`src/rtl/rf_wb_scoreboard.sv`:
```
// Write-side scoreboard for the pipeline RF: per-register pending-write counters, a registered RF write stage,
// and per-operand stall/bypass for decode. WB to rf_we takes 1 cycle; decode is held while a hazard or a full counter exists.
module rf_wb_scoreboard #(
  parameter int MAX_INFLIGHT = 3,
  parameter int CNT_W        = 2
) (
  input  logic        clk,
  input  logic        rst,
  input  logic        clr,
  input  logic        id_valid,
  input  logic        id_we,
  input  logic [4:0]  id_wr,
  input  logic [4:0]  id_rs1,
  input  logic [4:0]  id_rs2,
  input  logic        id_use1,
  input  logic        id_use2,
  input  logic        wb_valid,
  input  logic        wb_we,
  input  logic [4:0]  wb_wr,
  input  logic [31:0] wb_wd,
  output logic        rf_we,
  output logic [4:0]  rf_wr,
  output logic [31:0] rf_wd,
  output logic        stall,
  output logic        byp1,
  output logic        byp2,
  output logic        err
);

  localparam logic [CNT_W-1:0] MAX_CNT = CNT_W'(MAX_INFLIGHT);
  localparam logic [CNT_W-1:0] ONE     = CNT_W'(1);

  logic [31:0][CNT_W-1:0] r_cnt;
  logic [31:0][CNT_W-1:0] w_cnt_nxt;
  logic                   r_rf_we;
  logic [4:0]             r_rf_wr;
  logic [31:0]            r_rf_wd;
  logic                   r_err;

  logic                   w_hit1, w_hit2, w_hitw;
  logic [CNT_W-1:0]       w_eff1, w_eff2, w_effw;
  logic                   w_haz1, w_haz2, w_full;
  logic                   w_stall, w_issue, w_err_set;
  logic [31:0]            w_inc, w_dec;

  // A write committing this cycle is no longer pending from the reader's view.
  assign w_hit1 = r_rf_we & (r_rf_wr == id_rs1);
  assign w_hit2 = r_rf_we & (r_rf_wr == id_rs2);
  assign w_hitw = r_rf_we & (r_rf_wr == id_wr);

  assign w_eff1 = r_cnt[id_rs1] - CNT_W'(w_hit1);
  assign w_eff2 = r_cnt[id_rs2] - CNT_W'(w_hit2);
  assign w_effw = r_cnt[id_wr]  - CNT_W'(w_hitw);

  assign w_haz1 = id_use1 & (|id_rs1) & (|w_eff1);
  assign w_haz2 = id_use2 & (|id_rs2) & (|w_eff2);
  assign w_full = id_valid & id_we & (|id_wr) & (w_effw == MAX_CNT);

  assign w_stall = id_valid & (w_haz1 | w_haz2 | w_full);
  assign w_issue = id_valid & id_we & (|id_wr) & ~w_stall;

  assign w_inc = {31'd0, w_issue} << id_wr;
  assign w_dec = {31'd0, r_rf_we} << r_rf_wr;

  always_comb begin
    w_cnt_nxt = r_cnt;
    w_err_set = 1'b0;
    for (int i = 0; i < 32; i++) begin
      if (w_dec[i] && (r_cnt[i] == '0)) begin
        w_err_set = 1'b1;
      end else if (w_dec[i] && !w_inc[i]) begin
        w_cnt_nxt[i] = r_cnt[i] - ONE;
      end else if (w_inc[i] && !w_dec[i]) begin
        if (r_cnt[i] == MAX_CNT) begin
          w_err_set = 1'b1;
        end else begin
          w_cnt_nxt[i] = r_cnt[i] + ONE;
        end
      end
    end
  end

  always_ff @(posedge clk or posedge rst) begin
    if (rst) begin
      r_cnt   <= '0;
      r_rf_we <= 1'b0;
      r_rf_wr <= 5'd0;
      r_rf_wd <= 32'd0;
      r_err   <= 1'b0;
    end else if (clr) begin
      r_cnt   <= '0;
      r_rf_we <= 1'b0;
      r_rf_wr <= wb_wr;
      r_rf_wd <= wb_wd;
      r_err   <= 1'b0;
    end else begin
      r_cnt   <= w_cnt_nxt;
      r_rf_we <= wb_valid & wb_we & (|wb_wr);
      r_rf_wr <= wb_wr;
      r_rf_wd <= wb_wd;
      r_err   <= r_err | w_err_set;
    end
  end

  assign rf_we = r_rf_we;
  assign rf_wr = r_rf_wr;
  assign rf_wd = r_rf_wd;
  assign err   = r_err;
  assign stall = w_stall;
  assign byp1  = id_use1 & (|id_rs1) & w_hit1 & ~(|w_eff1);
  assign byp2  = id_use2 & (|id_rs2) & w_hit2 & ~(|w_eff2);

endmodule

```
`config.mk`:
```
export PLATFORM = sky130hd
export DESIGN_NAME = rf_wb_scoreboard
export DESIGN_NICKNAME = d
export VERILOG_FILES = /design/src/rtl/rf_wb_scoreboard.sv
export SDC_FILE = /design/constraint.sdc
export NUM_CORES = 1
export LEC_CHECK = 0
export CORE_MARGIN = 10
export CORE_UTILIZATION = 55
export DETAILED_ROUTE_END_ITERATION = 12
export GPL_TIMING_DRIVEN = 1
export PLACE_DENSITY = 0.89
export SYNTH_ARGS = -nofsm -noshare
export SYNTH_HDL_FRONTEND = slang
export SYNTH_SLANG_ARGS = --single-unit
```
`constraint.sdc`:
```
create_clock -name clk -period 9.6 [get_ports clk]
set_input_delay 1.92 -clock clk [delete_from_list [all_inputs] [get_ports clk]]
set_output_delay 1.92 -clock clk [all_outputs]
set_load 0.02 [all_outputs]
```
==> run metrics <==
run status completed; Final min period 8.18 ns; via count 9192; Final Slew Violations 0; count of final hold-check violations 0; proportion of synthesized area in mux cells 15.7%; DP HPWL 23.8 mm; Net Switching 337 µW; WP buf/inv 2; insertion delay to the later sink of the worst-skew pair 0.38 ns; VDD IR-drop max 0.107 mV; postcts setup bufs 0; Avg Synthesized Cell Area 8.47 µm²; Fmax 122 MHz; IO buf count 102; Fillers 1317; static leakage 3.53 nW; commonest non-fill, non-tap cell in the layout nand2_1; Remaining DRCs 0; Power Density 105 nW/µm²; post-layout util 64.9%; CTS tree built; Setup Total Neg Slack 0 ns; WL final 32.6 mm; WS Path Type input port to output pin; slowest CP cell clkdlybuf4s50_1; Die Area 21200 µm²; CP endpoint kind output pin; synthesized flop and latch total 103; largest net degree at the start of global routing 60; Synth Flop Type dfrtp_1; share of layout cells above drive strength 1 9.71%; syn_nets 1085; Core ar. 15300 µm²; routed len/inst 25.6 µm; top cell type's share of synthesized area 29.7%; initial core utilization 56.6%; cell area after synthesis 8670 µm²; Seq/Total Area, Yosys 29.7%; crit share post-route 85.2%; r2r startpoint r_cnt[54]; Clock Skew 0.0184 ns; H-tree depth 3; final antenna diode count 0; cell family with most CP delay buffers and inverters; RSZ-0062 raised after global routing no; io pins 103; WP data required 7.68 ns; area leader, netlist dfrtp_1; yosys warns 0; fraction of registers with async set/reset 100%; Net Sw Frac 32.3%; DRT iter0 DRCs 1587; ANT nets after route 0; Congestion Overflow GR 0; Worst EP arrival 6.26 ns; clk buf depth 2; hold crit path type register to register; # setup viols final 0; met3 usage 8.85%; Max stage delay on crit path 1.09 ns; global-route wire length before repair 50.3 mm; busiest grt layer met2; Rel. slew slack 26.3%; compound-gate portion of the synthesized area 19.0%; Combinational Power Share 18.3%; number of cell rows 45; Hold Startpoint r_cnt[1]; Chip Width 146 µm; antenna violations before repair 0; Reg power frac 43.6%; die height 146 µm; Num Clock Sinks 103; cts repair resizes 0; internal power 707 µW; Synth Area in XOR/XNOR 1.62%; Finished Layout Cells 1272; fraction of the mapped netlist area in simple logic gates 28.1%; crit-path cells clkdlybuf4s50_1 -> mux4_2 -> mux4_2 -> mux2i_1 -> ha_1 -> nor3_1 -> mux2i_1 -> nand4_2 -> or2_1 -> and2_1 -> clkdlybuf4s50_1; iteration count of the initial detailed-routing pass 10; vias per cell 7.23; peak fanout along the critical path 20; CTS Hold Bufs 0; Clock Power Share 38.1%; M1 GR Usage 37.8%; MaxCap Viol Count 0; GRT Total Usage 29.5%; Finished Cell Area 9940 µm²; P&R area growth vs syn 14.7%; routability-driven placement congestion ratio 1.10; clk slew on worst S/H paths 0.08 ns; leading post-synthesis cells by cell area dfrtp_1 (30%), mux4_2 (7.3%), mux2i_1 (7.2%); CP startpoint kind input port; Root Buffer clkbuf_16; post-synthesis adder-cell area fraction 0.144%; commonest non-fill, non-tap cells in the layout nand2_1 (110), dfrtp_1 (103), nor2_1 (100), clkdlybuf4s50_1 (100), mux2i_1 (62); Post-synth EDFFs 0; Placed Area 9620 µm²; Setup crit start id_wr[0]; GRT met2 Usage 43.5%; TritonCTS Buffers 9; placed cell count 1256; vias in the first global route 8634; reg-to-reg slack, setup 5.75 ns; Slew @ Worst Pin 1.10 ns; nets 1118; Mapped Cells 1023; Synth cell types 78; largest family of logic cells by synthesized area simple AND/OR/NAND/NOR gates
[metrics by stage]
step	setup WS (ns)	power, mW	hold slack (ns)
after global routing	1.15	1.08	0.667
after global placement	1.50	0.647	0.621
after floorplan	2.56	0.579	0.559
after CTS	1.40	1.04	0.636
final	1.42	1.04	0.663
after detailed placement	1.40	0.651	0.621
[synthesized netlist by cell type, types with 4 or more instances]
master and n:
buf_2 11, nor4bb_1 4, nand3_1 40, nand2_1 110, o311ai_0 17, o22ai_1 23, dfrtp_1 103, mux4_2 28
and2_1 10, nor2b_1 26, a21oi_1 45, nor3b_1 6, a22oi_1 13, clkbuf_2 5, nor2_1 100, buf_1 11
a32o_1 4, or3_1 11, nor3_2 13, o21ai_0 37, nor4b_1 5, clkbuf_1 56, a21o_1 5, o2bb2ai_1 17
nor3_4 4, a211oi_1 4, nand4_1 11, mux2_2 10, a22o_1 7, o31ai_1 4, a31oi_1 14, xor2_1 13
o211ai_1 10, inv_1 14, buf_6 8, nor3_1 48, and3_1 5, or2_2 6, nor4_1 24, mux2i_1 62
nand2b_1 10, o32ai_1 13
[registers in the layout (all words and copies together), names as in the netlist]
name   cells
err        1
rf_wd     32
rf_we      1
r_cnt     64
rf_wr      5
[area by class of cell]
cell class / instances / area [µm²] / share of cell area (%)
flip-flops and latches: 103 / 2580 / 25.9
clock inverters: 7 / 98.8 / 0.994
well taps: 211 / 264 / 2.66
clock buffers: 9 / 225 / 2.27
inverters: 15 / 58.8 / 0.591
repair buffers: 115 / 1110 / 11.1
multi-input cells: 812 / 5610 / 56.4
[path summary, 6_finish.rpt]
| path | end | cells after the start |
|---|---|---|
| max in group asynchronous | r_cnt[27] | 3 |
| worst max register to register | r_cnt[57] | 11 |
| worst max-delay path | stall | 11 |
| min in group asynchronous | r_cnt[0] | 2 |
| worst min register to register | r_cnt[1] | 1 |
| worst min-delay path | r_cnt[1] | 1 |
[worst reg2reg max path, delay by kind of cell (launching register included)]
kind                     cells  cell delay [ns]
buffers and inverters        1             0.31
multiplexers                 4             1.37
flip-flops                   1             0.54
AO/OA/AOI/OAI                2             0.46
AND/OR/NAND/NOR              3             0.88
adder cells (fa/ha/maj)      1             0.18
[power by group through the flow]
stage	Clock, mW	Sequential, mW	Combinational, mW
final	0.397	0.455	0.191
after global routing	0.420	0.456	0.202
after CTS	0.399	0.454	0.189
after detailed placement	0	0.463	0.188
after global placement	0	0.462	0.185
after floorplan	0	0.466	0.113
[routing by layer]
metal / wire length (µm) / up-vias
li1: - / 3923
met1: 11800 / 4341
met2: 14100 / 787
met3: 4800 / 141
met4: 1840 / 0
met5: 0 / -
[logic make-up (layout without fill, tap and decap cells)]
group	Yosys count	after routing
DFF	103	103
AOI/OAI and AO/OA	237	237
adders and majority gates	1	1
muxes	100	100
buffers and inverters	108	146
and+or+nand+nor	458	458
xor gates and xnor gates	16	16
Power figures use the tool's default switching activity.
